File: config.mk
export PLATFORM = sky130hd
export DESIGN_NAME = fnd_state_scanner_flat
export DESIGN_NICKNAME = d
export VERILOG_FILES = /design/src/rtl/fnd_state_scanner_if.sv /design/src/rtl/fnd_state_scanner.sv /design/src/flat_wrapper.sv
export SDC_FILE = /design/constraint.sdc
export NUM_CORES = 1
export LEC_CHECK = 0
export ABC_AREA = 1
export CORE_ASPECT_RATIO = 0.75
export CORE_MARGIN = 2
export CORE_UTILIZATION = 59
export DETAILED_ROUTE_END_ITERATION = 10
export GPL_TIMING_DRIVEN = 0
export PLACE_DENSITY_LB_ADDON = 0.2
export SYNTH_ARGS = -nofsm -noshare
export SYNTH_HDL_FRONTEND = slang
export SYNTH_SLANG_ARGS = --single-unit
File: constraint.sdc
create_clock -name i_clk -period 2.44 [get_ports i_clk]
set_clock_uncertainty 0.15 [all_clocks]
set_input_delay 0.488 -clock i_clk [delete_from_list [all_inputs] [get_ports i_clk]]
set_output_delay 0.488 -clock i_clk [all_outputs]
set_load 0.005 [all_outputs]
File: src/rtl/fnd_state_scanner_if.sv
// Pin bundle between the PWM FSM/timer side and the FND scanner.
// The master drives state/timer inputs and observes the display outputs.
interface fnd_state_scanner_if #(
  parameter int NUM_DIGITS = 4,
  parameter int STATE_W    = 3,
  parameter int TIME_W     = 7
);
  logic [STATE_W-1:0]    i_pwm_state;
  logic [TIME_W-1:0]     i_timer_val;
  logic                  i_timer_load;
  logic [NUM_DIGITS-1:0] o_fnd_com;
  logic [7:0]            o_fnd_seg;
  logic                  o_state_err;
  logic                  o_busy;

  modport master (
    output i_pwm_state,
    output i_timer_val,
    output i_timer_load,
    input  o_fnd_com,
    input  o_fnd_seg,
    input  o_state_err,
    input  o_busy
  );

  modport slave (
    input  i_pwm_state,
    input  i_timer_val,
    input  i_timer_load,
    output o_fnd_com,
    output o_fnd_seg,
    output o_state_err,
    output o_busy
  );
endinterface

File: src/rtl/fnd_state_scanner.sv
// Multiplexed FND driver: state digit plus iterative BCD timer digits.
// Optional FND_DP_BLINK_EN lights digit-0 dp as a slow running indicator.
module fnd_state_scanner #(
  parameter int NUM_DIGITS = 4,
  parameter int STATE_W    = 3,
  parameter int NUM_STATES = 5,
  parameter int TIME_W     = 7,
  parameter int SCAN_DIV   = 100000
) (
  input  logic i_clk,
  input  logic i_rst_n,
  fnd_state_scanner_if.slave bus
);

  function automatic longint pow10(input int n);
    longint r;
    r = 1;
    for (int i = 0; i < n; i++) r = r * 10;
    return r;
  endfunction

  function automatic logic [7:0] seg_dec(input logic [3:0] n);
    logic [7:0] s;
    case (n)
      4'd0:    s = 8'hC0;
      4'd1:    s = 8'hF9;
      4'd2:    s = 8'hA4;
      4'd3:    s = 8'hB0;
      4'd4:    s = 8'h99;
      4'd5:    s = 8'h92;
      4'd6:    s = 8'h82;
      4'd7:    s = 8'hF8;
      4'd8:    s = 8'h80;
      4'd9:    s = 8'h90;
      default: s = 8'hFF;
    endcase
    return s;
  endfunction

  localparam int     WN  = TIME_W / 3 + 1;
  localparam int     WB  = 4 * WN;
  localparam int     DN  = NUM_DIGITS - 1;
  localparam int     DW  = 4 * DN;
  localparam int     EW  = (WB > DW) ? WB : DW;
  localparam int     CW  = $clog2(TIME_W + 1);
  localparam int     SCW = (SCAN_DIV > 1) ? $clog2(SCAN_DIV) : 1;
  localparam int     IW  = $clog2(NUM_DIGITS);
  localparam longint LIM = pow10(DN);

  typedef enum logic [1:0] {
    IDLE,
    SHIFT,
    DONE
  } bcd_st_e;

  bcd_st_e            st_q;
  bcd_st_e            st_d;
  logic               do_load;
  logic               do_step;
  logic               do_done;

  logic [STATE_W-1:0] held_q;
  logic               err_q;
  logic               st_ok;

  logic [TIME_W-1:0]  bin_q;
  logic [TIME_W-1:0]  sh_q;
  logic [WB-1:0]      work_q;
  logic [WB-1:0]      adj;
  logic [WB-1:0]      step;
  logic [CW-1:0]      cnt_q;
  logic [EW-1:0]      ext;
  logic               ovf;
  logic [DW-1:0]      disp_q;
  logic               busy_q;

  logic [SCW-1:0]        scan_q;
  logic [IW-1:0]         idx_q;
  logic                  tc;
  logic                  last;
  logic [NUM_DIGITS-1:0] com_q;
  logic [7:0]            seg_q;
  logic [7:0]            seg_d;
  logic [3:0]            nib;
  logic                  blank;
  logic                  zero_hi;
  logic                  dp0;

  // Compare in 32 bits so NUM_STATES == 2**STATE_W still works
  assign st_ok = 32'(bus.i_pwm_state) < 32'(NUM_STATES);

  always_ff @(posedge i_clk or negedge i_rst_n) begin
    if (!i_rst_n) begin
      held_q <= '0;
      err_q  <= 1'b0;
    end else begin
      err_q <= ~st_ok;
      if (st_ok) held_q <= bus.i_pwm_state;
    end
  end

  always_ff @(posedge i_clk or negedge i_rst_n) begin
    if (!i_rst_n) st_q <= IDLE;
    else          st_q <= st_d;
  end

  always_comb begin
    st_d    = st_q;
    do_load = 1'b0;
    do_step = 1'b0;
    do_done = 1'b0;
    unique case (st_q)
      IDLE: begin
        if (bus.i_timer_load) begin
          do_load = 1'b1;
          st_d    = SHIFT;
        end
      end
      SHIFT: begin
        do_step = 1'b1;
        if (cnt_q == CW'(TIME_W - 1)) st_d = DONE;
      end
      DONE: begin
        do_done = 1'b1;
        st_d    = IDLE;
      end
      default: st_d = IDLE;
    endcase
  end

  always_comb begin
    adj = work_q;
    for (int i = 0; i < WN; i++) begin
      if (work_q[4*i +: 4] >= 4'd5)
        adj[4*i +: 4] = work_q[4*i +: 4] + 4'd3;
    end
    step = {adj[WB-2:0], sh_q[TIME_W-1]};
  end

  assign ext = EW'(work_q);
  assign ovf = 64'(bin_q) >= 64'(LIM);

  always_ff @(posedge i_clk or negedge i_rst_n) begin
    if (!i_rst_n) begin
      bin_q  <= '0;
      sh_q   <= '0;
      work_q <= '0;
      cnt_q  <= '0;
      disp_q <= '0;
      busy_q <= 1'b0;
    end else begin
      if (do_load) begin
        bin_q  <= bus.i_timer_val;
        sh_q   <= bus.i_timer_val;
        work_q <= '0;
        cnt_q  <= '0;
        busy_q <= 1'b1;
      end
      if (do_step) begin
        work_q <= step;
        sh_q   <= sh_q << 1;
        cnt_q  <= cnt_q + 1'b1;
      end
      if (do_done) begin
        disp_q <= ovf ? {DN{4'd9}} : ext[DW-1:0];
        busy_q <= 1'b0;
      end
    end
  end

  assign tc   = scan_q == SCW'(SCAN_DIV - 1);
  assign last = idx_q == IW'(NUM_DIGITS - 1);

  always_ff @(posedge i_clk or negedge i_rst_n) begin
    if (!i_rst_n) begin
      scan_q <= '0;
      idx_q  <= '0;
    end else if (tc) begin
      scan_q <= '0;
      idx_q  <= last ? '0 : idx_q + 1'b1;
    end else begin
      scan_q <= scan_q + 1'b1;
    end
  end

`ifdef FND_DP_BLINK_EN
  logic [7:0] frame_q;
  logic       blink_q;

  always_ff @(posedge i_clk or negedge i_rst_n) begin
    if (!i_rst_n) begin
      frame_q <= '0;
      blink_q <= 1'b0;
    end else if (tc && last) begin
      frame_q <= frame_q + 1'b1;
      if (frame_q == 8'hFF) blink_q <= ~blink_q;
    end
  end

  assign dp0 = ~((held_q != '0) && blink_q);
`else
  assign dp0 = 1'b1;
`endif

  // A timer digit blanks when it and every digit above it are zero
  always_comb begin
    nib     = 4'hF;
    blank   = 1'b0;
    zero_hi = 1'b1;
    for (int k = NUM_DIGITS - 1; k >= 1; k--) begin
      if (IW'(k) == idx_q) begin
        nib   = disp_q[4*(k-1) +: 4];
        blank = (k != 1) && zero_hi &&
                (disp_q[4*(k-1) +: 4] == 4'd0);
      end
      zero_hi = zero_hi &&
                (disp_q[4*(k-1) +: 4] == 4'd0);
    end
    if (idx_q == '0) begin
      seg_d = err_q ? 8'hBF : seg_dec(4'(held_q));
      seg_d = {dp0, seg_d[6:0]};
    end else if (blank) begin
      seg_d = 8'hFF;
    end else begin
      seg_d = seg_dec(nib);
    end
  end

  always_ff @(posedge i_clk or negedge i_rst_n) begin
    if (!i_rst_n) begin
      com_q <= '1;
      seg_q <= 8'hFF;
    end else begin
      com_q <= ~(NUM_DIGITS'(1) << idx_q);
      seg_q <= seg_d;
    end
  end

  assign bus.o_fnd_com   = com_q;
  assign bus.o_fnd_seg   = seg_q;
  assign bus.o_state_err = err_q;
  assign bus.o_busy      = busy_q;

endmodule

File: src/flat_wrapper.sv
// flat-port wrapper written by rule: the top's interface ports become plain ports
module fnd_state_scanner_flat 
#(
  parameter int NUM_DIGITS = 4,
  parameter int STATE_W    = 3,
  parameter int NUM_STATES = 5,
  parameter int TIME_W     = 7,
  parameter int SCAN_DIV   = 100000
)
  (i_clk, i_rst_n, bus_i_pwm_state, bus_i_timer_val, bus_i_timer_load, bus_o_fnd_com, bus_o_fnd_seg, bus_o_state_err, bus_o_busy);
  fnd_state_scanner_if #(.NUM_DIGITS(NUM_DIGITS), .STATE_W(STATE_W), .TIME_W(TIME_W)) bus_i ();
  input  logic i_clk;
  input  logic i_rst_n;
  input wire logic [$bits(bus_i.i_pwm_state)-1:0] bus_i_pwm_state;
  input wire logic [$bits(bus_i.i_timer_val)-1:0] bus_i_timer_val;
  input wire logic [$bits(bus_i.i_timer_load)-1:0] bus_i_timer_load;
  output wire logic [$bits(bus_i.o_fnd_com)-1:0] bus_o_fnd_com;
  output wire logic [$bits(bus_i.o_fnd_seg)-1:0] bus_o_fnd_seg;
  output wire logic [$bits(bus_i.o_state_err)-1:0] bus_o_state_err;
  output wire logic [$bits(bus_i.o_busy)-1:0] bus_o_busy;
  assign bus_i.i_pwm_state = bus_i_pwm_state;
  assign bus_i.i_timer_val = bus_i_timer_val;
  assign bus_i.i_timer_load = bus_i_timer_load;
  assign bus_o_fnd_com = bus_i.o_fnd_com;
  assign bus_o_fnd_seg = bus_i.o_fnd_seg;
  assign bus_o_state_err = bus_i.o_state_err;
  assign bus_o_busy = bus_i.o_busy;
  fnd_state_scanner #(.NUM_DIGITS(NUM_DIGITS), .STATE_W(STATE_W), .NUM_STATES(NUM_STATES), .TIME_W(TIME_W), .SCAN_DIV(SCAN_DIV)) u_core (.i_clk(i_clk), .i_rst_n(i_rst_n), .bus(bus_i));
endmodule
# Yosys cells after proc, flatten, opt, wreduce, memory -nomap -nowiden

Memories as Yosys holds them, arrays and structs flattened.
Cells that the tools add are included.

Bitwise operators: 2
Shift operators: 1
Muxes and demuxes: 29
Magnitude comparators: 4
Add/subtract/negate cells: 6
Equal/unequal tests: 10
Reductions and logical operators: 8

Operator list:

| operator                                                                             | count |
|---|---|
| 12-bit 2-to-1 mux                                                                    | 2 |
| 7-bit 2-to-1 mux                                                                     | 3 |
| 4-bit 2-to-1 mux                                                                     | 5 |
| 17-bit by 1-bit adder with 17-bit output (second input constant)                     | 1 |
| 17-bit == test (second input constant)                                               | 1 |
| 17-bit 2-to-1 mux                                                                    | 1 |
| 8-bit 2-to-1 mux                                                                     | 2 |
| 4-bit by 3-bit greater-or-equal comparator with 1-bit output (second input constant) | 3 |
| 1-bit 2-to-1 mux                                                                     | 9 |
| 3-bit 2-to-1 mux                                                                     | 3 |
| 4-bit by 2-bit adder with 4-bit output (second input constant)                       | 2 |
| 4-bit zero test                                                                      | 2 |
| 2-bit 2-to-1 mux                                                                     | 3 |
| 2-bit == test (first input constant)                                                 | 2 |
| 2-bit == test (second input constant)                                                | 2 |
| 2-bit zero test                                                                      | 2 |
| 4-bit inverter                                                                       | 1 |
| 2-bit one-hot mux with 2 select lines                                                | 1 |
| 2-bit nonzero test                                                                   | 2 |
| 1-bit by 2-bit left shift with 4-bit output (first input constant)                   | 1 |
| 3-bit by 1-bit adder with 3-bit output (second input constant)                       | 1 |
| 3-bit by 2-bit adder with 3-bit output (second input constant)                       | 1 |
| 3-bit == test (second input constant)                                                | 1 |
| 3-bit < comparator (second input constant)                                           | 1 |
| 8 further kinds                                                                      | 8 |

Output and inout bits: 14
Bits of input ports: 13
Memory bits (read-only): 168
Word-level logic and storage cells: 74
Memories kept: 2
Bits in registers: 72

Memory list:

| name            | words | bits a word | rd ports | clocked after Yosys merged registers in | wr ports | line                    | RTL |
|---|---|---|---|---|---|---|---|
| (no name shown) | 16    | 7           | 1        | 0                                       | 0        | fnd_state_scanner.sv:24 | `case (n)` |
| (no name shown) | 8     | 7           | 1        | 0                                       | 0        | fnd_state_scanner.sv:24 |  |

# Longest topological paths before layout

Gate-level depths: netlist of the first run.
An unclocked memory read counts as a cell.

Depth in word-level cells: 7
Depth in mapped cells: 16
Mapped depth without buffers: 15

# Worst setup path before layout of the first run

No wires, ideal clock.

Path kind: register to register
Start point: register u_core.idx_q[0]
End point: register u_core.seg_q[3], in the netlist u_core.bus.o_fnd_seg[3]
Buffers on the path: 1
Required time: 2.217 ns
Setup slack: 0.411 ns
Library setup time: 0.073 ns
Stages on the path, launching flop included: 15
Data arrival time: 1.806 ns
Period minus slack after synthesis: 2.029 ns
Cells stage by stage: dfrtp_1 > inv_1 > ha_1 > buf_6 > nor2_2 > nor2_2 > nand2_1 > nand2_2 > inv_1 > ha_1 > inv_1 > nand2_1 > nand2_1 > nand2_1 > a21oi_1

Word-level cells in the longest chain between the ends: 7
Elaborated cells on any way between the ends: 13
Classes of those cells: eq/ne: 3; mux: 8; reduce/logical: 1; memory: 1

RTL lines:

| element                        | line                     | RTL |
|---|---|---|
| from (decl)                    | fnd_state_scanner.sv:78  | `logic [IW-1:0] idx_q;` |
| from (signal assigned)         | fnd_state_scanner.sv:180 | `idx_q <= last ? '0 : idx_q + 1'b1;` |
| 2-bit == test                  | fnd_state_scanner.sv:211 | `if (IW'(k) == idx_q) begin` |
| 4-bit 2-to-1 mux (3 in series) | fnd_state_scanner.sv:211 |  |
| memory read 16 x 7 bit         | n/a                      |  |
| 8-bit 2-to-1 mux               | fnd_state_scanner.sv:222 | `end else if (blank) begin` |
| 8-bit 2-to-1 mux (*)           | fnd_state_scanner.sv:219 | `if (idx_q == '0) begin` |
| named net u_core.seg_d[3]      | fnd_state_scanner.sv:83  | `logic [7:0] seg_d;` |
| to (signal assigned)           | fnd_state_scanner.sv:235 | `seg_q <= seg_d;` |
| to (decl)                      | fnd_state_scanner.sv:82  | `logic [7:0] seg_q;` |

The timed path passes the listed nets; every way through them passes the cells marked *.
A chain may end at the register's enable or synchronous reset.

# Worst setup path after layout of the first run

Same ends and word-level chain as after synthesis.

==> results.md, run 1 <==
* Status: complete, no violations
* Pwr dens at 951 nW/um^2
* Synth Flop Type: dfrtp_1
* Core footprint at 5950 sq um
* Setup TNS Final at 0 ns
* Clk pin slew, worst setup/hold paths at 0.07 ns
* Class of the worst hold path: input port to asynchronous set/reset pin
* CTS tree: done
* Fill cells at 460
* Num CTS Buffers at 9
* RSZ-0062 raised after global routing: no
* Rows at 24
* First-pass DRT Iterations at 4
* First-pass GRT wire length at 13400 um
* Routed len/inst at 13.3 um
* Tmin final at 2.26 ns
* Leak at 2.10 nW
* Post-Route WL at 7580 um
* Startpoint Class: register
* Max cap viols at 0
* Crit Path Max Fanout at 9
* Period utilisation layout at 0.927
* Die width at 95.5 um
* Slowest stage cell, crit path: dfrtp_1
* Critical path class: register to register
* Register bit total from synthesis at 71
* Vias in the first global route at 2947
* Initial antenna violation count at 0
* Gr usage total at 0.252
* Longest Clk Path Bufs at 2
* IR Drop Worst-Case VDD at 692 uV
* Drt first-iter violations at 173
* Worst path max stage delay at 0.42 ns
* Post-DP HPWL at 5400 um
* Hold Fails Final Rpt at 0
* Root Buffer: clkbuf_8
* Fmax at 442 MHz
* Headroom to the max-slew limit at 0.419
* Crit-path cells: inv_1 > ha_1 > buf_6 > inv_2 > nand2_1 > nand2_1 > nand2_1 > nand2_2 > inv_1 > ha_1 > inv_1 > nand2_1 > nand2_1 > nand2_1 > a21oi_1
* Largest net degree at the start of global routing at 72
* Slew Viols, Final at 0
* Vias/cell at 5.17
* Final GP Congestion at 0.915
* # hold bufs at CTS at 0
* Hold slack at 0.0993 ns
* Total grt overflow at 0
* R2r startpoint: u_core.idx_q[0]
* CP startpoint: u_core.idx_q[0]
* Crit path arrival time at 2.39 ns
* Synth Area per Inst at 8.24 sq um
* Starting Density at 0.623
* Via count at 2943
* Power Total at 4.09 mW
* Synthesized net count at 482
* Post-DP Area at 4050 sq um
* Final Non-Filler Cells at 569
* Critical path's most frequent cell: nand2_1
* Die Area at 6940 sq um
* # setup viols final at 0
* N_diodes at 0
* Async set-or-reset flop fraction in the synthesized netlist at 1.00
* Share of layout cells above drive strength 1 at 0.108
* Syn. warnings at 0
* Die Y at 72.6 um
* DRT antenna net count at 0
* Tightest Pin Transition at 0.871 ns
* Proportion of synthesized chip area in sequential cells at 0.483
* Synth unique cells at 38
* Finished Cell Area at 4300 sq um
* IO buf count at 25
* Post-route DRC violation count at 0
* Layout Nets at 518
* CTS Sinks at 71
* Ports at 27
* Mapped cell area at 3710 sq um
* H-tree depth at 3
* Worst Path Required at 2.57 ns
* Critical Path End Type: register
* Syn Inst Count at 450
* Post-synth EDFFs at 0
* Area grow syn2layout at 16.1%
* Clock insertion delay at the later pin of the skew report at 0.35 ns
* Placed Cells incl. Taps at 553
## where the power goes
group          internal, mW  total, mW  leakage (nW)  switching, mW
logic                 0.479       1.25          1.10          0.773
clock network         0.703       1.16         0.122          0.453
registers              1.49       1.68         0.881          0.197
## Yosys cell counts (all sizes together), types with 2 or more instances
library cell,instances,area [sq um]
clkbuf,2,7.51
or2,7,43.8
nor2,31,126
nand4,3,18.8
buf,5,35.0
nand2,109,429
xor2,10,87.6
o22ai,3,18.8
nor3,3,20.0
dfstp,11,289
inv,74,278
a21oi,23,126
nand3,17,90.1
o21ai,59,299
dfrtp,60,1500
o211ai,6,45.0
ha,19,238
## sequential cells by signal, summed over array words and instances, names as in the netlist
signal                  count
u_core.ext                 12
u_core.bus.o_busy           1
u_core.scan_q              17
u_core.cnt_q                3
u_core.bus.o_fnd_com        4
u_core.st_q                 2
u_core.held_q               3
u_core.sh_q                 7
u_core.disp_q              12
u_core.bus.o_fnd_seg        7
u_core.bus.o_state_err      1
u_core.idx_q                2
## per-layer routing
| layer | part of all wire | wire length, um | vias to the layer above | global-route usage |
|---|---|---|---|---|
| met3 | 0.043 | 323 | 6 | 0.0806 |
| met4 | 0.0078 | 59 | 0 | 0.0683 |
| met5 | 0 | 0 | - | 0 |
| met2 | 0.46 | 3490 | 52 | 0.383 |
| met1 | 0.49 | 3710 | 1385 | 0.352 |
| li1 | - | - | 1500 | - |
## worst paths after layout
| path | slack [ns] | cells after the start | end |
|---|---|---|---|
| worst max-delay path | 0.18 | 15 | u_core.bus.o_fnd_seg[3] |
| worst min-delay path | 0.1 | 1 | u_core.ext[9] |
| worst max register to register | 0.18 | 15 | u_core.bus.o_fnd_seg[3] |
| worst min register to register | 0.31 | 1 | u_core.scan_q[0] |
| max in group asynchronous | 1.48 | 1 | u_core.sh_q[3] |
| min in group i_clk | 0.31 | 1 | u_core.scan_q[0] |
## timing repair
| action | in CTS | in global routing |
|---|---|---|
| endpoints found under the setup margin | 0 | 1 |
| setup buffers | 0 | 0 |
| resized for setup | 0 | 1 |
## cell usage in the layout, fill, tap and decap left out, types with 2 or more instances in the layout
master,n
o21ai_0,57
clkdlybuf4s50_1,24
ha_1,19
dfrtp_1,60
bufinv_16,3
buf_4,3
nor3_1,2
or2_2,5
dfstp_2,11
clkinv_2,2
clkbuf_8,10
nor2_1,27
nor2_2,3
inv_2,4
or2_1,2
clkbuf_1,2
nand4_1,3
o22ai_1,3
nand2_1,105
inv_1,70
xor2_1,10
nand2_4,2
nand2_2,2
o211ai_1,6
nand3_1,16
a21oi_1,22
## cells by family (layout without fill, tap and decap cells)
| family | after synthesis | after routing | share of synthesized area |
|---|---|---|---|
| and+or+nand+nor | 173 | 173 | 0.202 |
| xor gates and xnor gates | 11 | 11 | 0.0260 |
| adders and majority gates | 19 | 19 | 0.0641 |
| buffers and inverters | 82 | 123 | 0.0874 |
| DFF | 71 | 71 | 0.483 |
| AOI/OAI and AO/OA | 93 | 93 | 0.136 |
| other | 1 | 1 | 0.00101 |
## final cells by class
class / instances / area [sq um] / area share
clock inverter: 6 / 108 / 0.0250
tap: 78 / 97.6 / 0.0227
inverter: 75 / 282 / 0.0654
clock buffer: 10 / 138 / 0.0320
timing repair buffer: 25 / 248 / 0.0576
buffer: 7 / 42.5 / 0.00989
sequential: 71 / 1790 / 0.416
multi-input combinational: 297 / 1600 / 0.371
## critical path: cells and delay by family, from the launching register on
kind                     cells  cell delay, ns
AND/OR/NAND/NOR              7            0.51
buffers and inverters        5            0.47
flip-flops                   1            0.42
AO/OA/AOI/OAI                1            0.15
adder cells (fa/ha/maj)      2            0.51
## through the flow
| step | util | worst slack (ns) |
|---|---|---|
| detailed placement | 0.681 | 0.124 |
| global placement | 0.682 | -1.60 |
| floorplan | - | 0.411 |
| finish | 0.723 | 0.178 |
| global route | 0.723 | 0.0199 |
| CTS | 0.723 | 0.128 |
Power figures use the tool's default switching activity.
==> inputs of run 2 (changes only) <==
Settings changed: GPL_ROUTABILITY_DRIVEN set to 0.
==> results of run 2 <==
Same layout as run 1: the final DEF is identical, and so are final timing and power.
==> inputs of run 3 (changes only) <==
Settings changed: CORE_UTILIZATION 59 to 63, DONT_BUFFER_PORTS set to 1.
==> run 3 against run 2 <==
Against the previous run: critical path depth stayed put; wire length is 2.9% lower; cell count down 4.0%; sequential share of layout area up 1.7 points; sequential power barely moved; critical path type unchanged; largest cell class unchanged; highest routed layer unchanged.
==> results.md, run 3 (synthesis results as in run 1) <==
* Status: complete, no violations (unchanged)
* Critical path class: register to register (unchanged)
* Root Buffer: clkbuf_8 (unchanged)
* Die Area at 6520 sq um (was 6940 sq um)
* Critical Path End Type: register (unchanged)
* Total grt overflow at 0 (unchanged)
* Hold_sp: bus_i_pwm_state[1]
* Die width at 92.6 um (was 95.5 um)
* Most common cell after layout, fill and taps aside: nand2_1 (unchanged)
* Post-Route WL at 7360 um (was 7580 um)
* Setup TNS Final at 0 ns (unchanged)
* Core footprint at 5740 sq um (was 5950 sq um)
* Fill cells at 420 (was 460)
* Clk pin slew, worst setup/hold paths at 0.07 ns (about the same)
* R2r startpoint: u_core.idx_q[0] (unchanged)
* Period utilisation layout at 0.929 (was 0.927)
* Largest net degree at the start of global routing at 72 (unchanged)
* Class of the worst hold path: input port to register (was input port to asynchronous set/reset pin)
* Slew Viols, Final at 0 (unchanged)
* Crit-path cells: inv_1 > ha_1 > buf_6 > inv_2 > nand2_1 > nand2_1 > nand2_1 > nand2_4 > inv_1 > ha_1 > inv_1 > nand2_1 > nand2_1 > nand2_1 > a21oi_1 (was inv_1 > ha_1 > buf_6 > inv_2 > nand2_1 > nand2_1 > nand2_1 > nand2_2 > inv_1 > ha_1 > inv_1 > nand2_1 > nand2_1 > nand2_1 > a21oi_1)
* Reg with most FFs: u_core.scan_q (unchanged)
* Post-route DRC violation count at 0 (unchanged)
* # setup viols final at 0 (unchanged)
* Vias in the first global route at 2785 (was 2947)
* RSZ-0062 raised after global routing: no (unchanged)
* H-tree depth at 3 (unchanged)
* Drt first-iter violations at 224 (was 173)
* Crit Path Max Fanout at 9 (unchanged)
* Pwr dens at 1000 nW/um^2 (was 951 nW/um^2)
* Hold slack at 0.110 ns (was 0.0993 ns)
* CTS tree: done (unchanged)
* Starting Density at 0.646 (was 0.623)
* Int Power at 2.76 mW (was 2.67 mW)
* First-pass GRT wire length at 12800 um (was 13400 um)
* Largest register FFs at 17 (unchanged)
* Area grow syn2layout at 11.4% (was 16.1%)
* Gate power share at 0.283 (was 0.306)
* Tmin final at 2.27 ns (was 2.26 ns)
* Hold Fails Final Rpt at 0 (unchanged)
* Switching share of power at 0.336 (was 0.348)
* Via count at 2885 (was 2943)
* Area of the multi-input gates at 1600 sq um (about the same)
* IR Drop Worst-Case VDD at 751 uV (was 692 uV)
* Ports at 27 (unchanged)
* Longest Clk Path Bufs at 2 (unchanged)
* CP startpoint: u_core.idx_q[0] (unchanged)
* Crit path arrival time at 2.39 ns (about the same)
* CTS Sinks at 71 (unchanged)
* Leak at 2.03 nW (was 2.10 nW)
* Rows at 24 (unchanged)
* Worst path max stage delay at 0.41 ns (was 0.42 ns)
* Layout Nets at 495 (was 518)
* Slowest stage cell, crit path: dfrtp_1 (unchanged)
* Routed len/inst at 13.5 um (was 13.3 um)
* Vias/cell at 5.28 (was 5.17)
* Initial antenna violation count at 0 (unchanged)
* Critical path's most frequent cell: nand2_1 (unchanged)
* Worst Path Required at 2.56 ns (was 2.57 ns)
* First-pass DRT Iterations at 5 (was 4)
* IO buf count at 0 (was 25)
* Gr usage total at 0.253 (was 0.252)
* Clock insertion delay at the later pin of the skew report at 0.35 ns (about the same)
* N_diodes at 0 (unchanged)
* Clock Power Share at 0.309 (was 0.283)
* Fmax at 441 MHz (was 442 MHz)
* Die Y at 70.4 um (was 72.6 um)
* Switching Power at 1.39 mW (was 1.42 mW)
* Post-DP HPWL at 5090 um (was 5400 um)
* Startpoint Class: register (unchanged)
* Max cap viols at 0 (unchanged)
* DRT antenna net count at 0 (unchanged)
* Most frequent cells in the layout: 105 x nand2_1, 70 x inv_1, 60 x dfrtp_1, 57 x o21ai_0, 27 x nor2_1 (unchanged)
* Num CTS Buffers at 9 (unchanged)
* Sequential cell area at 1790 sq um (unchanged)
* Flop pwr share at 0.408 (was 0.411)
* Share of layout cells above drive strength 1 at 0.113 (was 0.108)
## run 3: cell types whose count changed in the layout (fill, tap and decap cells not counted), sizes merged
| cell | before | now |
|---|---|---|
| clkbuf | 12 | 13 |
| bufinv | 3 | 4 |
| dlygate4sd3 | 0 | 1 |
| clkinv | 3 | 1 |
| clkdlybuf4s50 | 24 | 0 |
## run 3: metal layers
layer	global-route usage	vias to the layer above	wire length, um
li1	-	1455	-
met1	0.357	1341	3590
met2	0.378	72	3240
met3	0.0723	17	399
met4	0.0879	0	127
met5	0	-	0
## run 3: layout make-up
type,instances,area share
Inverter,75,0.0682
Buffer,7,0.0103
Multi-Input combinational cell,297,0.388
Clock inverter,5,0.0309
Clock buffer,11,0.0367
Sequential cell,71,0.434
Tap cell,78,0.0236
Timing Repair Buffer,2,0.00909
## run 3: power by group through the flow
stage | Clock [mW] | Combinational (mW) | Sequential [mW]
2_1_floorplan | 0 | 0.895 | 1.65
3_3_place_gp | 0 | 1.08 | 1.69
3_5_place_dp | 0 | 1.12 | 1.71
4_1_cts | 1.30 | 1.18 | 1.69
5_1_grt | 1.34 | 1.39 | 1.73
6_report | 1.28 | 1.17 | 1.69
## run 3: worst paths after layout
check / to / slack [ns] / depth (start not counted)
min reg2reg: u_core.scan_q[0] / 0.31 / 1
min in group asynchronous: u_core.disp_q[4] / 0.57 / 2
max reg2reg: u_core.bus.o_fnd_seg[3] / 0.17 / 15
max: u_core.bus.o_fnd_seg[3] / 0.17 / 15
max in group asynchronous: u_core.bus.o_fnd_seg[3] / 1.26 / 2
min: u_core.held_q[1] / 0.11 / 2
## run 3: timing repair
action,CTS,global route
setup endpoints to repair,0,2
hold buffers,2,0
setup buffers,0,0
resized for setup,0,2
hold endpoints to repair,71,0
## run 3: through the flow
| stage | total power [mW] | std cells | worst slack (ns) | util | cell area, sq um |
|---|---|---|---|---|---|
| after global placement | 2.77 | 528 | 0.244 | 0.663 | 3800 |
| final | 4.15 | 546 | 0.174 | 0.720 | 4130 |
| after CTS | 4.16 | 546 | 0.144 | 0.718 | 4120 |
| after global routing | 4.47 | 546 | 0.0112 | 0.720 | 4130 |
| after floorplan | 2.54 | 450 | 0.411 | - | 3710 |
| after detailed placement | 2.84 | 528 | 0.171 | 0.663 | 3800 |
## run 3: critical path: cells and delay by family (launching register included)
family	cells	cell delay (ns)
simple gates	7	0.48
flops	1	0.41
fa+ha+maj	2	0.50
buf+inv	5	0.49
compound gates	1	0.17
